**src/rtl/qam16_mapper_if.sv**
```systemverilog
// rtl/qam16_mapper_if.sv - byte-in / QAM-symbol-out stream bundle for qam16_mapper
interface qam16_mapper_if #(
    parameter int W = 16
);
    logic [7:0]          s_data;
    logic                s_valid;
    logic                s_ready;
    logic signed [W-1:0] m_i;
    logic signed [W-1:0] m_q;
    logic                m_valid;
    logic                m_ready;
    logic                m_last;

    modport master (
        output s_data, s_valid, m_ready,
        input  s_ready, m_i, m_q, m_valid, m_last
    );

    modport slave (
        input  s_data, s_valid, m_ready,
        output s_ready, m_i, m_q, m_valid, m_last
    );
endinterface

```
**src/rtl/qam16_mapper.sv**
```systemverilog
// rtl/qam16_mapper.sv - 16-QAM nibble mapper with OFDM symbol framing
// QAM_GRAY_EN selects the Gray level map; undefined gives the binary map.
module qam16_mapper #(
    parameter int W   = 16,
    parameter int N   = 8,
    parameter int AMP = 16'h1000
) (
    input  logic           aclk,
    input  logic           aresetn,
    qam16_mapper_if.slave  bus
);
    localparam int CW = $clog2(N);

    localparam logic signed [W-1:0] L_P1 = W'(AMP);
    localparam logic signed [W-1:0] L_P3 = W'(3 * AMP);
    localparam logic signed [W-1:0] L_N1 = W'(-AMP);
    localparam logic signed [W-1:0] L_N3 = W'(-3 * AMP);

    typedef enum logic [1:0] {
        ST_EMPTY = 2'd0,
        ST_HI    = 2'd1,
        ST_LO    = 2'd2
    } state_t;

    state_t              r_state;
    state_t              w_state_nxt;
    logic [7:0]          r_byte;
    logic signed [W-1:0] r_i;
    logic signed [W-1:0] r_q;
    logic                r_valid;
    logic                r_last;
    logic [CW-1:0]       r_cnt;

    logic                w_adv;
    logic                w_hs;
    logic                w_s_ready;
    logic                w_accept;
    logic                w_load;
    logic [3:0]          w_nib;
    logic [CW-1:0]       w_cnt_nxt;

    function automatic logic signed [W-1:0] level(input logic [1:0] b);
`ifdef QAM_GRAY_EN
        case (b)
            2'b00:   level = L_N3;
            2'b01:   level = L_N1;
            2'b11:   level = L_P1;
            default: level = L_P3;
        endcase
`else
        case (b)
            2'b00:   level = L_N3;
            2'b01:   level = L_N1;
            2'b10:   level = L_P1;
            default: level = L_P3;
        endcase
`endif
    endfunction

    // s_ready looks only at registered state and m_ready, never at s_valid
    always_comb begin
        w_adv     = !r_valid | bus.m_ready;
        w_hs      = r_valid & bus.m_ready;
        w_s_ready = (r_state == ST_EMPTY) | ((r_state == ST_LO) & w_adv);
        w_accept  = bus.s_valid & w_s_ready;
        w_load    = w_adv & (r_state != ST_EMPTY);
        w_nib     = (r_state == ST_HI) ? r_byte[7:4] : r_byte[3:0];
        w_cnt_nxt = r_cnt;
        if (w_hs) begin
            w_cnt_nxt = (r_cnt == CW'(N - 1)) ? '0 : r_cnt + CW'(1);
        end
    end

    always_comb begin
        w_state_nxt = r_state;
        case (r_state)
            ST_EMPTY: if (w_accept) w_state_nxt = ST_HI;
            ST_HI:    if (w_adv)    w_state_nxt = ST_LO;
            ST_LO:    if (w_adv)    w_state_nxt = w_accept ? ST_HI : ST_EMPTY;
            default:                w_state_nxt = ST_EMPTY;
        endcase
    end

    always_ff @(posedge aclk or negedge aresetn) begin
        if (!aresetn) begin
            r_state <= ST_EMPTY;
            r_byte  <= '0;
        end else begin
            r_state <= w_state_nxt;
            if (w_accept) r_byte <= bus.s_data;
        end
    end

    // m_last is computed from the post-handshake count so it tags the symbol being loaded
    always_ff @(posedge aclk or negedge aresetn) begin
        if (!aresetn) begin
            r_valid <= 1'b0;
            r_i     <= '0;
            r_q     <= '0;
            r_last  <= 1'b0;
            r_cnt   <= '0;
        end else begin
            r_cnt <= w_cnt_nxt;
            if (w_adv) begin
                r_valid <= w_load;
                if (w_load) begin
                    r_i    <= level(w_nib[3:2]);
                    r_q    <= level(w_nib[1:0]);
                    r_last <= (w_cnt_nxt == CW'(N - 1));
                end else begin
                    r_last <= 1'b0;
                end
            end
        end
    end

    assign bus.s_ready = w_s_ready;
    assign bus.m_i     = r_i;
    assign bus.m_q     = r_q;
    assign bus.m_valid = r_valid;
    assign bus.m_last  = r_last;
endmodule

```
**src/flat_wrapper.sv**
```systemverilog
// flat-port wrapper written by rule: the top's interface ports become plain ports
module qam16_mapper_flat 
#(
    parameter int W   = 16,
    parameter int N   = 8,
    parameter int AMP = 16'h1000
)
  (aclk, aresetn, bus_s_data, bus_s_valid, bus_m_ready, bus_s_ready, bus_m_i, bus_m_q, bus_m_valid, bus_m_last);
  qam16_mapper_if #(.W(W)) bus_i ();
  input  logic aclk;
  input  logic aresetn;
  input wire logic [$bits(bus_i.s_data)-1:0] bus_s_data;
  input wire logic [$bits(bus_i.s_valid)-1:0] bus_s_valid;
  input wire logic [$bits(bus_i.m_ready)-1:0] bus_m_ready;
  output wire logic [$bits(bus_i.s_ready)-1:0] bus_s_ready;
  output wire logic [$bits(bus_i.m_i)-1:0] bus_m_i;
  output wire logic [$bits(bus_i.m_q)-1:0] bus_m_q;
  output wire logic [$bits(bus_i.m_valid)-1:0] bus_m_valid;
  output wire logic [$bits(bus_i.m_last)-1:0] bus_m_last;
  assign bus_i.s_data = bus_s_data;
  assign bus_i.s_valid = bus_s_valid;
  assign bus_i.m_ready = bus_m_ready;
  assign bus_s_ready = bus_i.s_ready;
  assign bus_m_i = bus_i.m_i;
  assign bus_m_q = bus_i.m_q;
  assign bus_m_valid = bus_i.m_valid;
  assign bus_m_last = bus_i.m_last;
  qam16_mapper #(.W(W), .N(N), .AMP(AMP)) u_core (.aclk(aclk), .aresetn(aresetn), .bus(bus_i));
endmodule
```
**config.mk**
```make
export PLATFORM = sky130hd
export DESIGN_NAME = qam16_mapper_flat
export DESIGN_NICKNAME = d
export VERILOG_FILES = /design/src/rtl/qam16_mapper_if.sv /design/src/rtl/qam16_mapper.sv /design/src/flat_wrapper.sv
export SDC_FILE = /design/constraint.sdc
export NUM_CORES = 1
export LEC_CHECK = 0
export ABC_AREA = 1
export CELL_PAD_IN_SITES_DETAIL_PLACEMENT = 1
export CELL_PAD_IN_SITES_GLOBAL_PLACEMENT = 2
export CORE_UTILIZATION = 21
export CTS_CLUSTER_SIZE = 30
export DETAILED_ROUTE_END_ITERATION = 8
export GPL_ROUTABILITY_DRIVEN = 1
export PLACE_DENSITY_LB_ADDON = 0.3
export SYNTH_ARGS = -nofsm -noshare
export SYNTH_HDL_FRONTEND = slang
export SYNTH_SLANG_ARGS = --single-unit
```
**constraint.sdc**
```tcl
create_clock -name aclk -period 1.2 [get_ports aclk]
set_input_delay 0.24 -clock aclk [delete_from_list [all_inputs] [get_ports aclk]]
set_output_delay 0.24 -clock aclk [all_outputs]
set_load 0.02 [all_outputs]
```
==> flow_summary_export.csv <==
group,metric,value,unit
placement,number_of_i_o_port_buffers,22,
logic_synthesis,synthesized_area_fraction_occupied_by_ao_oa_aoi_and_oai_cells,2.237,%
sta,finalHoldViolCount,0,
pwr,worst_ir_drop_vdd,0.0004741,V
logic_synthesis,synth-xor-area-share,0,%
critical_path,critical_path_cell_sequence,"inv_2 -> nor2_4 -> nand2_4 -> nand2_4 -> inv_2 -> buf_6",
die,core_footprint,5107,um2
die,dieArea,5623,um2
pwr,clock_network_fraction_of_total_power,14.9,%
sta,setup_viol,3,
critical_path,critPathArrivalTime,1.06,ns
finish,finish.utilization,29.59,%
routing,wl_met2,1.341,mm
pwr,p_int,2061,uW
clock_network,cts_buffers,3,
run,max_cap_viol_count,0,
logic_synthesis,synth_mux_area_share,0,%
logic_synthesis,cells_after_synth,132,
grt,grt_remaining_overflow,0,
finish,nNetsFinal,183,
pwr,power.net_switching,1510,uW
min_path,holdCritPathClass,"primary input to async pin",
logic_synthesis,synth-seq-area-share,44.74,%
routing,drt-vias-per-instance,3.769,
critical_path,crit_family,"flip-flops",
critical_path,critical_path_max_stage_delay,0.37,ns
pwr,power.combinational.fraction,52.2,%
sta,timing.final.crit_share,108.1,%
status,status,"finished, violations left",
pwr,power.sequential.fraction,32.9,%
placement,place.gp.congestion,0.6978,
clock_network,htree_levels,1,
pwr,power.density,2363,nW/um2
clock_network,cts_root_buffer_type,"sky130_fd_sc_hd__clkbuf_8",
critical_path,critPathCaptureType,"primary output",
die,floorplan.initialDensity,21.90,%
die,num_rows,26,
clock_network,cts_num_sinks,20,
routing,detail_route.first_pass.iterations,3,
grt,vias_in_the_first_global_route,866,
sta,slew_violations,0,
clock_network,cts_tree,"done",
finish,layout-drive-gt1-share,28.57,%
finish,fin_area,1511,um2
pwr,swShare,42.29,%
finish,num_antenna_cells,0,
routing,final_antenna_net_count,0,
placement,hpwl,1.976,mm
critical_path,cp_max_fo,2,
grt,initial_antenna_violation_count,0,
routing,wirelength,2.613,mm
sta,final.setup_skew,0.003267,ns
pwr,static-leakage-power,0.0007685,uW
critical_path,critical_path_buffers_and_inverters,3,
critical_path,startpoint_type,"register",
placement,dpl-instance-area,1400,um2
routing,route.met3.wl,160,um
logic_synthesis,ys_types,22,
die,width_of_the_die,74.99,um
grt,grt_start_max_net_pins,21,
finish,layout.filler_cells,626,
routing,wl_cell,10.98,um
grt,first_pass_grt_wire_length,4.002,mm
critical_path,cp_slowest_cell,"sky130_fd_sc_hd__dfrtp_2",
routing,via_count,897,
status,violations,"negative setup slack",
sta,achievable-frequency,0.7706,GHz
pwr,totalPowerFinal,3571,uW
logic_synthesis,largest_family_of_logic_cells_by_synthesized_area,"simple AND/OR/NAND/NOR gates",
finish,flow.area_growth_from_synthesis,35.12,%
logic_synthesis,area_share_of_fa_ha_maj_cells_after_synthesis,2.237,%
routing,top_layer_used,"met4",
clock_network,path_clk_slew,0.08,ns
sta,rsz0062_at_grt,"true",
critical_path,cp_data_required_time,0.96,ns
die,pin_count,47,
routing,dr.first_iter.drc_count,11,
critical_path,path_class,"register to primary output",
routing,drc,0,
clock_network,worstSkewPairLatency,0.26,ns
sta,setup_slack,-0.09775,ns
logic_synthesis,post_synthesis_sequential_element_count,20,
grt,groute.usage.overall,9.596,%
logic_synthesis,synth_simple_gate_area_share,28.64,%
clock_network,max-clock-path-buffers,2,
logic_synthesis,mappedNetlistArea,1119,um2
routing,wl_met1,1.052,mm
die,die_h,74.99,um
logic_synthesis,synth-warning-count,0,
sta,final.min_clock_period,1.298,ns
logic_synthesis,syn_avg_cell_area,8.474,um2
-- worst register-to-register path, stage by stage, from the launching register on --
cell and delay [ns]:
sky130_fd_sc_hd__dfrtp_1 0.40, sky130_fd_sc_hd__ha_2 0.20, sky130_fd_sc_hd__ha_4 0.26, sky130_fd_sc_hd__nand3_2 0.06, sky130_fd_sc_hd__nand2_2 0.07, sky130_fd_sc_hd__nand2_1 0.05, sky130_fd_sc_hd__o21bai_1 0.13
-- layer usage --
metal  vias to the layer above  GRT usage, %
li1                        437             -
met2                        35         16.62
met1                       421         10.89
met4                         0         5.660
met5                         -             0
met3                         4         2.008
-- per-stage QoR --
step           hold slack (ns)  cells  TNS, ns  worst slack [ns]
2_1_floorplan         -0.05559    155        0           0.01508
3_3_place_gp            0.4658    231   -5.411           -0.6731
3_5_place_dp            0.4633    231   -6.054           -0.7028
4_1_cts                 0.3269    235  -0.2194           -0.1366
5_1_grt                 0.3358    238  -0.4774           -0.1585
6_report                0.3193    238  -0.1414          -0.09775
-- cells in the mapped netlist --
master	instances	area share, %
sky130_fd_sc_hd__or2_2	1	0.56
sky130_fd_sc_hd__buf_4	27	18
sky130_fd_sc_hd__o21bai_1	1	0.67
sky130_fd_sc_hd__nor2_4	2	2.0
sky130_fd_sc_hd__o21ai_1	1	0.45
sky130_fd_sc_hd__or2_0	1	0.56
sky130_fd_sc_hd__nor2_1	2	0.67
sky130_fd_sc_hd__dfrtp_1	20	45
sky130_fd_sc_hd__clkinv_1	1	0.34
sky130_fd_sc_hd__inv_2	2	0.67
sky130_fd_sc_hd__o21ai_0	1	0.45
sky130_fd_sc_hd__nand3_1	4	1.8
sky130_fd_sc_hd__o211ai_1	1	0.67
sky130_fd_sc_hd__nand3_4	1	1.6
sky130_fd_sc_hd__nor2_2	1	0.56
sky130_fd_sc_hd__clkbuf_1	1	0.34
sky130_fd_sc_hd__conb_1	1	0.34
sky130_fd_sc_hd__nand2_1	46	15
sky130_fd_sc_hd__inv_1	7	2.3
sky130_fd_sc_hd__nand4_1	8	4.5
sky130_fd_sc_hd__nand2_4	1	1.0
sky130_fd_sc_hd__ha_1	2	2.2
-- flip-flops by register name, summed over array words and instances, names as in the netlist --
register and cells:
u_core.r_cnt 3, u_core.r_byte 8, u_core.bus.m_last 1, u_core.bus.m_q 2, u_core.bus.m_i 3, u_core.r_state 2
u_core.bus.m_valid 1
-- power by group through the flow --
stage	clock network, uW	logic, uW	registers (uW)
final	533	1860	1170
after global routing	577	2100	1210
after CTS	562	1770	1170
after detailed placement	0	1760	1180
after global placement	0	1700	1170
after floorplan	0	961	1280
-- cell type report --
type,count,area (um2),share of cell area [%]
flip-flops and latches,20,501.7,33.20
inverters,10,37.54,2.483
repair buffers,36,319.1,21.11
clock buffers,4,55.05,3.642
well taps,70,87.58,5.795
multi-input cells,98,510.5,33.77
-- cell usage in the layout (no fill, tap or decap) --
master | netlist | layout
sky130_fd_sc_hd__nand2_4 | 1 | 2
sky130_fd_sc_hd__nand2_1 | 46 | 42
sky130_fd_sc_hd__clkbuf_8 | 0 | 4
sky130_fd_sc_hd__nand2_2 | 0 | 3
sky130_fd_sc_hd__o21bai_1 | 1 | 1
sky130_fd_sc_hd__buf_6 | 0 | 2
sky130_fd_sc_hd__o211ai_1 | 1 | 1
sky130_fd_sc_hd__inv_1 | 7 | 5
sky130_fd_sc_hd__nand3_4 | 1 | 1
sky130_fd_sc_hd__nand4_1 | 8 | 8
sky130_fd_sc_hd__inv_2 | 2 | 4
sky130_fd_sc_hd__nand3_1 | 4 | 3
sky130_fd_sc_hd__o21ai_1 | 1 | 1
sky130_fd_sc_hd__dfrtp_1 | 20 | 19
sky130_fd_sc_hd__or2_2 | 1 | 1
sky130_fd_sc_hd__dlygate4sd2_1 | 0 | 1
sky130_fd_sc_hd__ha_2 | 0 | 1
sky130_fd_sc_hd__dfrtp_2 | 0 | 1
sky130_fd_sc_hd__buf_4 | 27 | 14
sky130_fd_sc_hd__clkinv_1 | 1 | 1
sky130_fd_sc_hd__nor2_1 | 2 | 2
sky130_fd_sc_hd__clkdlybuf4s50_1 | 0 | 10
sky130_fd_sc_hd__or2_0 | 1 | 1
sky130_fd_sc_hd__nand3_2 | 0 | 2
sky130_fd_sc_hd__nor2_4 | 2 | 3
sky130_fd_sc_hd__ha_4 | 0 | 1
sky130_fd_sc_hd__clkdlybuf4s15_2 | 0 | 6
sky130_fd_sc_hd__conb_1 | 1 | 24
sky130_fd_sc_hd__clkbuf_2 | 0 | 3
sky130_fd_sc_hd__o21ai_0 | 1 | 1
-- logic make-up after synthesis --
family,after synthesis
AND/OR/NAND/NOR,67
buffers and inverters,38
adder cells (fa/ha/maj),2
AO/OA/AOI/OAI,4
other,1
flip-flops,20
-- path summary, 6_finish.rpt --
| check | from | slack, ns | end | depth (start not counted) |
|---|---|---|---|---|
| worst max-delay path | u_core.bus.m_valid$_DFFE_PN0N_ | -0.1 | bus_s_ready | 6 |
| worst min-delay path | aresetn | 0.32 | u_core.r_cnt[0]$_DFF_PN0_ | 2 |
| worst max register to register | u_core.r_cnt[0]$_DFF_PN0_ | -0.04 | u_core.bus.m_last$_DFFE_PN0N_ | 6 |
| min in group aclk | u_core.r_byte[1]$_DFFE_PN0P_ | 0.48 | u_core.r_byte[1]$_DFFE_PN0P_ | 2 |
| worst min register to register | u_core.r_byte[1]$_DFFE_PN0P_ | 0.48 | u_core.r_byte[1]$_DFFE_PN0P_ | 2 |
| max in group asynchronous | aresetn | 0.65 | u_core.bus.m_valid$_DFFE_PN0N_ | 2 |
-- timing repair --
action / CTS / global route
cloned: 0 / 1
resized for setup: 40 / 10
pin swaps: 4 / 6
hold buffers: 0 / 0
setup buffers: 0 / 3
endpoints found under the setup margin: 25 / 19
No activity file was read; power rests on OpenSTA's default activity.
